File: src/rtl/xs_rom_req_server.sv
// Layer ROM fetch responder: latches per-client requests, round-robin arbitrates,
// reads one word from the SDRAM port and returns it with a one-cycle cl_rdy pulse.
// Optional last-address cache per client is enabled by defining XS_ROMSRV_CACHE_EN.
module xs_rom_req_server #(
  parameter int NCLIENTS = 4,
  parameter int AW       = 25,
  parameter int DW       = 16
) (
  input  logic                   clk_ram,
  input  logic                   RESET,
  input  logic [NCLIENTS-1:0]    cl_req,
  input  logic [NCLIENTS*AW-1:0] cl_addr,
  output logic [NCLIENTS-1:0]    cl_rdy,
  output logic [NCLIENTS*DW-1:0] cl_data,
  output logic [AW-1:0]          mem_addr,
  output logic                   mem_rd,
  input  logic                   mem_ack,
  input  logic                   mem_valid,
  input  logic [DW-1:0]          mem_dout,
  output logic [1:0]             dbg_state
);

  localparam int IW = (NCLIENTS > 1) ? $clog2(NCLIENTS) : 1;

  localparam logic [1:0] S_IDLE  = 2'd0;
  localparam logic [1:0] S_ISSUE = 2'd1;
  localparam logic [1:0] S_WAIT  = 2'd2;
  localparam logic [1:0] S_HIT   = 2'd3;

  logic [1:0]          state;
  logic [NCLIENTS-1:0] req_q;
  logic [NCLIENTS-1:0] pend;
  logic [AW-1:0]       addr_q [NCLIENTS];
  logic [AW-1:0]       paddr  [NCLIENTS];
  logic [IW-1:0]       ptr;
  logic [IW-1:0]       gnt;
  logic [IW-1:0]       g_nxt;
  logic [IW-1:0]       idx;
  logic                found;
  logic                grant;
  logic                hit;
  logic                done_mem;

  assign dbg_state = state;

  always_ff @(posedge clk_ram or posedge RESET) begin
    if (RESET) begin
      req_q <= '0;
      for (int i = 0; i < NCLIENTS; i++) addr_q[i] <= '0;
    end else begin
      req_q <= cl_req;
      for (int i = 0; i < NCLIENTS; i++) addr_q[i] <= cl_addr[i*AW +: AW];
    end
  end

  // Round-robin: first pending client strictly after the last grant.
  always_comb begin
    found = 1'b0;
    g_nxt = ptr;
    idx   = '0;
    for (int k = 1; k <= NCLIENTS; k++) begin
      idx = IW'((int'(ptr) + k) % NCLIENTS);
      if (!found && pend[idx]) begin
        found = 1'b1;
        g_nxt = idx;
      end
    end
  end

  assign grant    = (state == S_IDLE) && found;
  assign done_mem = ((state == S_ISSUE) && mem_ack && mem_valid) ||
                    ((state == S_WAIT) && mem_valid);

`ifdef XS_ROMSRV_CACHE_EN
  logic [AW-1:0]       caddr [NCLIENTS];
  logic [NCLIENTS-1:0] cvalid;

  assign hit = cvalid[g_nxt] && (caddr[g_nxt] == paddr[g_nxt]);

  always_ff @(posedge clk_ram or posedge RESET) begin
    if (RESET) begin
      cvalid <= '0;
      for (int i = 0; i < NCLIENTS; i++) caddr[i] <= '0;
    end else if (done_mem) begin
      caddr[gnt]  <= mem_addr;
      cvalid[gnt] <= 1'b1;
    end
  end
`else
  assign hit = 1'b0;
`endif

  // A fresh request landing on the grant edge wins: the slot stays pending
  // with the new address while the grant carries the old one.
  always_ff @(posedge clk_ram or posedge RESET) begin
    if (RESET) begin
      pend <= '0;
      for (int i = 0; i < NCLIENTS; i++) paddr[i] <= '0;
    end else begin
      for (int i = 0; i < NCLIENTS; i++) begin
        if (req_q[i]) begin
          pend[i]  <= 1'b1;
          paddr[i] <= addr_q[i];
        end else if (grant && (g_nxt == IW'(i))) begin
          pend[i] <= 1'b0;
        end
      end
    end
  end

  // mem_rd/mem_addr form a valid/ready pair: both hold steady while mem_rd is
  // high, and the read is taken on the edge where mem_rd & mem_ack are both 1.
  always_ff @(posedge clk_ram or posedge RESET) begin
    if (RESET) begin
      state    <= S_IDLE;
      ptr      <= IW'(NCLIENTS - 1);
      gnt      <= '0;
      mem_rd   <= 1'b0;
      mem_addr <= '0;
      cl_rdy   <= '0;
      cl_data  <= '0;
    end else begin
      cl_rdy <= '0;
      case (state)
        S_IDLE: begin
          if (grant) begin
            ptr <= g_nxt;
            gnt <= g_nxt;
            if (hit) begin
              state <= S_HIT;
            end else begin
              mem_addr <= paddr[g_nxt];
              mem_rd   <= 1'b1;
              state    <= S_ISSUE;
            end
          end
        end
        S_ISSUE: begin
          if (mem_ack) begin
            mem_rd <= 1'b0;
            state  <= mem_valid ? S_IDLE : S_WAIT;
          end
        end
        S_WAIT: begin
          if (mem_valid) state <= S_IDLE;
        end
        S_HIT: begin
          cl_rdy[gnt] <= 1'b1;
          state       <= S_IDLE;
        end
        default: state <= S_IDLE;
      endcase
      if (done_mem) begin
        cl_data[int'(gnt)*DW +: DW] <= mem_dout;
        cl_rdy[gnt]                 <= 1'b1;
      end
    end
  end

endmodule
File: config.mk
export PLATFORM = sky130hd
export DESIGN_NAME = xs_rom_req_server
export DESIGN_NICKNAME = d
export VERILOG_FILES = /design/src/rtl/xs_rom_req_server.sv
export SDC_FILE = /design/constraint.sdc
export NUM_CORES = 1
export LEC_CHECK = 0
export BUFFER_PORTS_ARGS = -buffer_cell sky130_fd_sc_hd__buf_2
export CAP_MARGIN = 0
export CELL_PAD_IN_SITES_DETAIL_PLACEMENT = 1
export CELL_PAD_IN_SITES_GLOBAL_PLACEMENT = 2
export CORE_ASPECT_RATIO = 0.6
export CORE_UTILIZATION = 37
export DETAILED_ROUTE_END_ITERATION = 16
export GPL_ROUTABILITY_DRIVEN = 1
export GPL_TIMING_DRIVEN = 0
export PLACE_DENSITY = 0.83
export SYNTH_ARGS = -nofsm -noshare
export SYNTH_HDL_FRONTEND = slang
export SYNTH_SLANG_ARGS = --single-unit
File: constraint.sdc
create_clock -name clk_ram -period 10.9 [get_ports clk_ram]
set_input_delay 0 -clock clk_ram [delete_from_list [all_inputs] [get_ports clk_ram]]
set_output_delay 0 -clock clk_ram [all_outputs]
set_load 0.01 [all_outputs]
==> summary.txt <==
Synth Area per Inst = 13.5 sq um
Area leader, netlist = dfrtp_1
Place WS = 8180 ps
PD cells = 237 nW/um^2
Sequential share of the synthesized area = 67.4%
Synth cell types = 38
Port bufs = 219
Clk root buf = clkbuf_16
Initial Utilization = 37.9%
Total grt overflow = 0
DRT Wirelength = 34.2 mm
Num CTS Buffers = 29
Worst-Margin Slew = 1090 ps
CTS max path bufs = 3
Final total power = 3640 uW
Most frequent cells in the layout = dfrtp_1, buf_2, nand2_1
# fillers = 3168
Setup bufs post-CTS = 0
Period utilisation layout = 24.8%
Most common cell after layout, fill and taps aside = dfrtp_1
Largest net degree at the start of global routing = 121
# placed instances = 1477
Worst skew pair latency = 570 ps
CTS Sinks = 308
Initial drt markers = 481
Fmax = 0.369 GHz
Post-DR vias/cell = 4.94
Area growth syn-to-layout = 34.2%
Vias = 8166
CTS tree = yes
DR WL/cell = 20.7 um
Cells after Synth = 848
Post-route DRC violation count = 0
Reg2Reg Depth = 6
Yosys warnings = 0
Dpl hpwl = 23.2 mm
Final WS setup = 8190 ps
RR Startpoint = gnt[0]
Io pins = 220
Layout Cells excl Fill = 1653
Crit Path Class = reg -> reg
FF+latch count, synth = 308
DR pass1 iterations = 5
Chip Height = 138 um
Placeable Area = 30200 sq um
Max-cap violations = 0
First-pass GRT wire length = 53.7 mm
Worst-path clk slew = 70 ps
Vias in the first global route = 8993
Worst hold path type = in -> async
H-Tree Depth = 1
Routed Antenna Nets = 0
Top-area cell type share of the netlist area = 66.9%
RSZ-0062 raised after global routing = false
Arrival time worst endpoint = 3180 ps
Storage cell area = 7710 sq um
Crit path capture type = register
Full die area = 31700 sq um
Static Leak = 0.00710 uW
Initial antenna violation count = 0
Clk_skew = 10.6 ps
Relative slew margins = 26.6%
Fin nets = 1353
Synth Net Count = 977
Crit-path max FO = 10
Global-route usage over all layers = 22.0%
# rows = 49
Outcome = complete, no violations
Crit path launch = gnt[0]
Tmin final = 2710 ps
CP Data Required Time = 11380 ps
Number of diodes = 0
Hold Vio Cnt, Final = 0
Multi-input logic area = 3480 sq um
Dominant cells by area after synthesis = dfrtp_1, mux2_2, nand2_1
Share of layout cells above drive strength 1 = 33.3%
Die width = 229 um
Slew Viols, Final = 0
Max IR drop VDD = 151 uV
Netlist Area Pre-Place = 11400 sq um
Final setup violation count = 0
CP startpoint kind = register
GPL Wtd Cong = 0.833
-- path summary, 6_finish.rpt --
path	to	slack (ps)
max	cl_data[39]	8190
min	cl_data[24]	30
max reg2reg	cl_data[39]	8190
min reg2reg	paddr[22]	470
max in group asynchronous	addr_q[35]	9400
min in group clk_ram	addr_q[39]	70
-- routing by layer --
metal | share of wire [%] | wire length (um) | vias to the layer above | GRT usage, %
li1 | - | - | 3718 | -
met4 | 1.2 | 403 | 0 | 3.54
met5 | 0 | 0 | - | 0
met3 | 3.8 | 1300 | 31 | 3.53
met1 | 50 | 17200 | 4253 | 34.0
met2 | 45 | 15400 | 164 | 33.0
-- through the flow --
step / hold WS [ps] / util, % / cell area (sq um) / setup TNS [ps]
2_1_floorplan: 31.4 / - / 11400 / 0
3_3_place_gp: 109 / 43.3 / 13000 / -300030
3_5_place_dp: 110 / 43.5 / 13100 / 0
4_1_cts: 40.9 / 50.9 / 15400 / 0
5_1_grt: 44.4 / 50.9 / 15400 / 0
6_report: 26.8 / 50.9 / 15400 / 0
-- critical path, cell delays in order (launching register included) --
cell      delay, ps
dfrtp_1         470
inv_1           130
ha_1            340
nor3b_1         830
clkbuf_1        540
nand2_1         120
o21ai_0         180
-- registers in the layout, summed over array words and instances, names as in the netlist --
register,flops
addr_q,100
cl_data,64
cl_rdy,4
dbg_state,2
gnt,2
mem_addr,25
mem_rd,1
paddr,100
pend,4
ptr,2
req_q,4
-- Yosys cell counts --
master and number:
a211oi_1 1, a21boi_1 1, a21o_1 7, a21oi_1 29
a21oi_4 2, a221o_1 25, a31oi_1 1, and2_1 3
buf_1 4, buf_2 6, buf_6 4, clkbuf_1 40
dfrtp_1 306, dfstp_2 2, ha_1 5, inv_1 4
mux2_1 1, mux2_2 101, mux2_4 23, nand2_1 138
nand2b_1 4, nand2b_4 1, nand3_1 2, nand3b_1 3
nand4_1 25, nor2_1 5, nor2_2 1, nor2b_1 1
nor3_1 2, nor3_2 2, nor3b_1 2, nor3b_4 1
nor4_2 1, o21ai_0 67, o31ai_1 25, or2b_1 1
or3_1 1, or3b_2 1
-- cell type report --
type / count / share of cell area, %
Clock buffer: 41 / 5.54
Multi-Input combinational cell: 482 / 22.6
Sequential cell: 308 / 50.2
Buffer: 54 / 1.56
Timing Repair Buffer: 345 / 15.6
Clock inverter: 11 / 1.00
Tap cell: 408 / 3.32
Inverter: 4 / 0.147
-- cell families (layout without fill, tap and decap cells) --
family / after synthesis / count (layout) / share of synthesized area [%]
and+or+nand+nor: 194 / 194 / 7.82
AOI/OAI and AO/OA: 158 / 158 / 8.96
DFF: 308 / 308 / 67.4
muxes: 125 / 125 / 13.1
adders and majority gates: 5 / 5 / 0.547
buffers and inverters: 58 / 455 / 2.23
-- repair_timing --
| action | CTS | global route |
|---|---|---|
| hold endpoints to repair | 249 | 0 |
| hold buffers | 124 | 0 |
| gates resized for setup | 0 | 0 |
-- where the power goes --
| group | switching, uW | leakage [uW] | internal (uW) | total, uW |
|---|---|---|---|---|
| Sequential | 125 | 0.00374 | 1340 | 1470 |
| Clock | 456 | 0.000492 | 617 | 1070 |
| Combinational | 637 | 0.00287 | 465 | 1100 |
| Total | 1220 | 0.00710 | 2420 | 3640 |
No activity file was read; power rests on OpenSTA's default activity.
